**config.mk**
```make
export PLATFORM = sky130hd
export DESIGN_NAME = mac_prog_sequencer
export DESIGN_NICKNAME = d
export VERILOG_FILES = /design/src/rtl/mac_prog_sequencer.sv
export SDC_FILE = /design/constraint.sdc
export NUM_CORES = 1
export LEC_CHECK = 0
export ABC_AREA = 1
export BUFFER_PORTS_ARGS = -buffer_cell sky130_fd_sc_hd__buf_2
export CORE_UTILIZATION = 61
export DETAILED_ROUTE_END_ITERATION = 10
export GPL_TIMING_DRIVEN = 0
export PLACE_DENSITY = 0.8
export SYNTH_ARGS = -nofsm -noshare
export SYNTH_HDL_FRONTEND = slang
export SYNTH_SLANG_ARGS = --single-unit
```
**constraint.sdc**
```tcl
create_clock -name clk -period 3.4 [get_ports clk]
set_clock_uncertainty 0.2 [all_clocks]
set_input_delay 0.68 -clock clk [delete_from_list [all_inputs] [get_ports clk]]
set_output_delay 0.68 -clock clk [all_outputs]
set_load 0.02 [all_outputs]
```
**src/rtl/mac_prog_sequencer.sv**
```systemverilog
// mac_prog_sequencer
//  On-chip instruction issuer for the tt_um_mac datapath. A small program
//  memory holds {instr, operand} byte pairs. A run streams them out one per
//  cycle. After each EMIT (opcode 11) the sequencer pauses, captures the MAC
//  result from result_in and then resumes.
//
//  Ports:
//   clk, rst_n           clock, asynchronous active-low reset
//   ena                  clock enable; 0 freezes every register
//   start, abort         begin a run (IDLE only) / cancel a run (any state)
//   prog_len             entries to run, clamped to DEPTH
//   wr_en/addr/data      program write port, honoured in IDLE only
//   instr_out,
//   operand_out,
//   issue_valid          issued entry (NOP 0x00/0x00 when not issuing)
//   result_in            MAC uo_out
//   result_out,
//   result_valid         last captured result, 1-cycle update pulse
//   busy, done           run in progress / 1-cycle normal completion pulse
//   pc_debug,
//   state_debug          next entry index, 00 IDLE 01 RUN 10 WAIT
module mac_prog_sequencer #(
  parameter int DEPTH      = 16,
  parameter int ADDR_W     = 4,
  parameter int RESULT_LAT = 2
) (
  input  logic              clk,
  input  logic              rst_n,
  input  logic              ena,
  input  logic              start,
  input  logic              abort,
  input  logic [ADDR_W:0]   prog_len,
  input  logic              wr_en,
  input  logic [ADDR_W-1:0] wr_addr,
  input  logic [15:0]       wr_data,
  output logic [7:0]        instr_out,
  output logic [7:0]        operand_out,
  output logic              issue_valid,
  input  logic [7:0]        result_in,
  output logic [7:0]        result_out,
  output logic              result_valid,
  output logic              busy,
  output logic              done,
  output logic [ADDR_W:0]   pc_debug,
  output logic [1:0]        state_debug
);

  localparam int              CNT_W    = (RESULT_LAT > 2) ? $clog2(RESULT_LAT) : 1;
  localparam logic [ADDR_W:0] DEPTH_L  = (ADDR_W + 1)'(DEPTH);
  localparam logic [CNT_W-1:0] CNT_LOAD = CNT_W'(RESULT_LAT - 1);

  typedef enum logic [1:0] {
    S_IDLE = 2'b00,
    S_RUN  = 2'b01,
    S_WAIT = 2'b10
  } state_t;

  state_t            state_q, state_d;
  logic [ADDR_W:0]   pc_q, pc_d;
  logic [ADDR_W:0]   len_q, len_d;
  logic [CNT_W-1:0]  cnt_q, cnt_d;
  logic [7:0]        instr_q, instr_d;
  logic [7:0]        operand_q, operand_d;
  logic              issue_valid_q, issue_valid_d;
  logic [7:0]        result_q, result_d;
  logic              result_valid_q, result_valid_d;
  logic              done_q, done_d;

  logic [15:0]       mem [DEPTH];
  logic [ADDR_W-1:0] rd_addr;
  logic [15:0]       rd_data;
  logic [ADDR_W:0]   clamp_len;
  logic              last_emit;
  logic              cnt_last;

  // Program memory: no reset, so contents survive rst_n. Writes only land
  // while idle; a write coinciding with start still lands, while entry 0 is
  // read from the pre-write contents on that same edge.
  always_ff @(posedge clk) begin
    if (ena && wr_en && (state_q == S_IDLE)) begin
      mem[wr_addr] <= wr_data;
    end
  end

  assign rd_data   = mem[rd_addr];
  assign clamp_len = (prog_len > DEPTH_L) ? DEPTH_L : prog_len;
  // The entry currently on the outputs is an EMIT.
  assign last_emit = issue_valid_q && (instr_q[7:6] == 2'b11);
  // WAIT is entered one edge after the EMIT issue, so a latency of 1 cannot
  // be shortened further and captures at the same point as a latency of 2.
  assign cnt_last  = (cnt_q == '0) || (cnt_q == CNT_W'(1));

  always_comb begin
    state_d        = state_q;
    pc_d           = pc_q;
    len_d          = len_q;
    cnt_d          = cnt_q;
    instr_d        = 8'h00;
    operand_d      = 8'h00;
    issue_valid_d  = 1'b0;
    result_d       = result_q;
    result_valid_d = 1'b0;
    done_d         = 1'b0;
    rd_addr        = pc_q[ADDR_W-1:0];

    if (abort) begin
      state_d = S_IDLE;
    end else begin
      unique case (state_q)
        S_IDLE: begin
          if (start) begin
            if (clamp_len != '0) begin
              rd_addr       = '0;
              {instr_d, operand_d} = rd_data;
              issue_valid_d = 1'b1;
              pc_d          = (ADDR_W + 1)'(1);
              len_d         = clamp_len;
              state_d       = S_RUN;
            end else begin
              done_d = 1'b1;
            end
          end
        end
        S_RUN: begin
          if (last_emit) begin
            state_d = S_WAIT;
            cnt_d   = CNT_LOAD;
          end else if (pc_q < len_q) begin
            {instr_d, operand_d} = rd_data;
            issue_valid_d = 1'b1;
            pc_d          = pc_q + (ADDR_W + 1)'(1);
          end else begin
            state_d = S_IDLE;
            done_d  = 1'b1;
          end
        end
        S_WAIT: begin
          if (cnt_last) begin
            cnt_d          = '0;
            result_d       = result_in;
            result_valid_d = 1'b1;
            if (pc_q < len_q) begin
              state_d = S_RUN;
            end else begin
              state_d = S_IDLE;
              done_d  = 1'b1;
            end
          end else begin
            cnt_d = cnt_q - CNT_W'(1);
          end
        end
        default: begin
          state_d = S_IDLE;
        end
      endcase
    end
  end

  always_ff @(posedge clk or negedge rst_n) begin
    if (!rst_n) begin
      state_q        <= S_IDLE;
      pc_q           <= '0;
      len_q          <= '0;
      cnt_q          <= '0;
      instr_q        <= 8'h00;
      operand_q      <= 8'h00;
      issue_valid_q  <= 1'b0;
      result_q       <= 8'h00;
      result_valid_q <= 1'b0;
      done_q         <= 1'b0;
    end else if (ena) begin
      state_q        <= state_d;
      pc_q           <= pc_d;
      len_q          <= len_d;
      cnt_q          <= cnt_d;
      instr_q        <= instr_d;
      operand_q      <= operand_d;
      issue_valid_q  <= issue_valid_d;
      result_q       <= result_d;
      result_valid_q <= result_valid_d;
      done_q         <= done_d;
    end
  end

  assign instr_out    = instr_q;
  assign operand_out  = operand_q;
  assign issue_valid  = issue_valid_q;
  assign result_out   = result_q;
  assign result_valid = result_valid_q;
  assign done         = done_q;
  assign busy         = (state_q != S_IDLE);
  assign pc_debug     = pc_q;
  assign state_debug  = state_q;

endmodule

```
==> impl_results.md <==
* Most used cell, CP: inv_1
* First-pass GRT wire length at between 40000 and 50000 um
* Startpoint types: register
* Max incr delay on CP at 1.03 ns
* RSZ-0062 raised after global routing: no
* Worst IR Drop VDD at 0.4786 mV
* Leading area contributor after synthesis: edfxtp_1
* R2r endpoint: mem[5][13]$_DFFE_PP_
* Power density over the cells at 740.9 nW/um^2
* Worst Hold Class: input pin to async pin
* DRC marker count from the first detailed-route iteration at about 1.1k
* # hold bufs at CTS at 0
* Rows at 51
* Die span in x at 144.6 um
* Synth top area share at 0.6197
* Largest net degree at the start of global routing at 40
* Critical-path maximum fanout at 16
* Setup-failing EPs final at 0
* DRC viols at 0
* Core Area at 19720 um^2
* CTS H-Tree Depth at 1
* Buf+Inv Stages, Crit Path at 3
* Design Power at about 11 mW
* Worst-Margin Slew at 1.360 ns
* Critical path's slowest cell: nor2_1
* Area growth syn-to-layout at 15.82%
* PortBufs at 73
* Worst r2r src: state_debug[0]$_DFFE_PN0P_
* Die ar. at 20910 um^2
* Switch share at 0.3190
* Critical path endpoint category: register
* Nets at 1234
* Worst setup path start: state_debug[0]$_DFFE_PN0P_
* Clk buf depth at 3
* Gate Count Post-Synth at 1075
* Clock Root Buffer: clkbuf_16
* Net load switching power at around 3.4 mW
* Final cycle utilization of the critical path at 0.8704
* Share of total power in the clock network at 0.347
* Syn_nets at roughly 1.1k
* Post-CTS Setup Inserts at 0
* CTS Buf Count at 30
* FF-to-FF path depth at 7
* Clock Latency Late Sink at between 0.5 and 0.6 ns
* Aggregate global-route resource usage at 0.3192
* Comb pwr share at 0.263
* P_int at 7.250 mW
* Finished Core Util at 0.7287
* CTS resizes at 0
* Layout cells sized above 1 at 0.1738
* Routed len/inst at 21.63 um
* Post-synth EDFFs at 256
* Reg2Reg Setup Slack at ~0.44 ns
* CTS tree: done
* #FFs+latches synth at 295
* Top-count cell post-synth: nand2_1
* Crit path DAT at 2.92 ns
* Routed WL at roughly 32000 um
* Status: finished clean
* Final Hold Viols at 0
* Worst EP required at 3.36 ns
* Post-synth top cells: nand2_1, nand3_1, edfxtp_1
* Setup TNS at 0 ns
* Sink Count at around 300
* Initial Utilization at 0.6292
* Register area share after synthesis at 0.6983
* # IOs at between 70 and 80
* Routability cong. at 0.9250
* Fillcell total at 1229
* Critical path endpoint: mem[5][13]$_DFFE_PP_
* Vias in the first global route at roughly 8.6k
* DR pass1 iterations at 6
* Die Span Y at between 100 and 150 um
* Clk slew on worst S/H paths at approximately 0.06 ns
* Asr flop ratio synth at 0.1322
* Max Cap Violations at 0
* Most area-consuming cells after synthesis: edfxtp_1, nand3_1, nand2_1, dfrtp_1, buf_6
* Post-Syn Area at approximately 12000 um^2
* Top FF cell, synth: edfxtp_1
* Slew margin rel. at 0.09002
* Synth warn at 0
* ANT nets after route at 0
* Cell family with most CP delay: simple AND/OR/NAND/NOR gates
* Leak at 5.733 nW
* Antenna violations before repair at 1
* CP cell instances: inv_2 > nand2_4 > inv_1 > nand3_1 > inv_1 > nand2_1 > nor2_1
* Fin. max-slew vios at 0
* Gr ovfl total at 0
* Final min period at 2.959 ns
* Sequential cell fraction of total power at 0.389
* Fmax at approximately 0.34 GHz
* Number of cells on the critical path at 7
* Post-Syn Area per Cell at 11.54 um^2
* Via count at ~9k
* Crit path kind: register to register
* Unique masters post-synth at 30
* Vias/cell at approximately 6.1
* DP Wirelength at around 21000 um
## worst reg2reg max path: cells and delay by family, from the launching register on
| family | cells | cell delay (ns) |
|---|---|---|
| and+or+nand+nor | 4 | 1.55 |
| buffers and inverters | 3 | 0.37 |
| DFF | 1 | 0.42 |
## worst min path at each step
stage                               start                    endpoint  slack [ns]  depth (start not counted)
5_1_grt                             rst_n        len_q[1]$_DFFE_PN0P_        0.11                          1
3_3_place_gp     instr_out[1]$_DFFE_PN0P_    instr_out[1]$_DFFE_PN0P_        0.26                          2
3_5_place_dp   operand_out[0]$_DFFE_PN0P_  operand_out[0]$_DFFE_PN0P_        0.26                          2
2_1_floorplan                       rst_n            done$_DFFE_PN0P_        0.18                          0
4_1_cts                             rst_n        len_q[0]$_DFFE_PN0P_        0.06                          1
6_report                            rst_n        len_q[1]$_DFFE_PN0P_        0.03                          1
## metal layers
layer	share of wire	global-route usage
met1	0.37	0.4316
met2	0.45	0.4952
met3	0.12	0.05960
met4	0.053	0.1684
met5	0	0
## area by class of cell
class	instances	area [um^2]	share of cell area
Timing Repair Buffer	83	459.2	0.03196
Inverter	37	138.9	0.009666
Tap cell	265	331.6	0.02308
Antenna cell	1	2.502	0.0001742
Sequential cell	295	8663	0.6029
Clock inverter	23	345.3	0.02403
Multi-Input combinational cell	679	3203	0.2229
Clock buffer	33	783.3	0.05451
Buffer	64	441.7	0.03074
## logic make-up after synthesis
| logic type | share of synthesized area |
|---|---|
| compound gates | 0.01593 |
| mux | 0.007262 |
| fa+ha+maj | 0.005043 |
| buf+inv | 0.04680 |
| simple gates | 0.2245 |
| flops | 0.6983 |
| xor+xnor | 0.002118 |
## power by group through the flow
stage               Combinational (mW)  Clock, mW  Sequential, mW
floorplan                         1.67          0            4.30
global route                      3.02       3.83            4.16
CTS                               2.73       3.70            4.14
finish                            2.80       3.70            4.15
global placement                  2.59          0            4.21
detailed placement                2.67          0            4.22
## cells in the final DEF (no fill, tap or decap), types with 17 or more instances in the layout
master / instances
buf_4: 17
inv_1: 32
buf_6: 23
buf_2: 90
nand2_1: 291
nand3_1: 284
dfrtp_1: 39
edfxtp_1: 256
clkbuf_16: 31
nor2_1: 36
## flip-flops by register name, indices dropped and copies added (netlist names)
signal and count:
issue_valid 1, mem 256, done 1, instr_out 8, state_debug 2, pc_debug 5, result_valid 1, len_q 5
result_out 8, operand_out 8
## metrics by stage
stage	setup WS (ns)	instance area (um^2)	std cells	hold WS, ns
floorplan	0.2867	12410	1075	0.1844
global placement	-0.8674	13100	1413	0.2570
detailed placement	0.07204	13220	1422	0.2608
CTS	0.2092	14350	1478	0.05900
global route	0.2762	14370	1479	0.1109
finish	0.4408	14370	1480	0.03289
(Power assumes the default switching activity.)
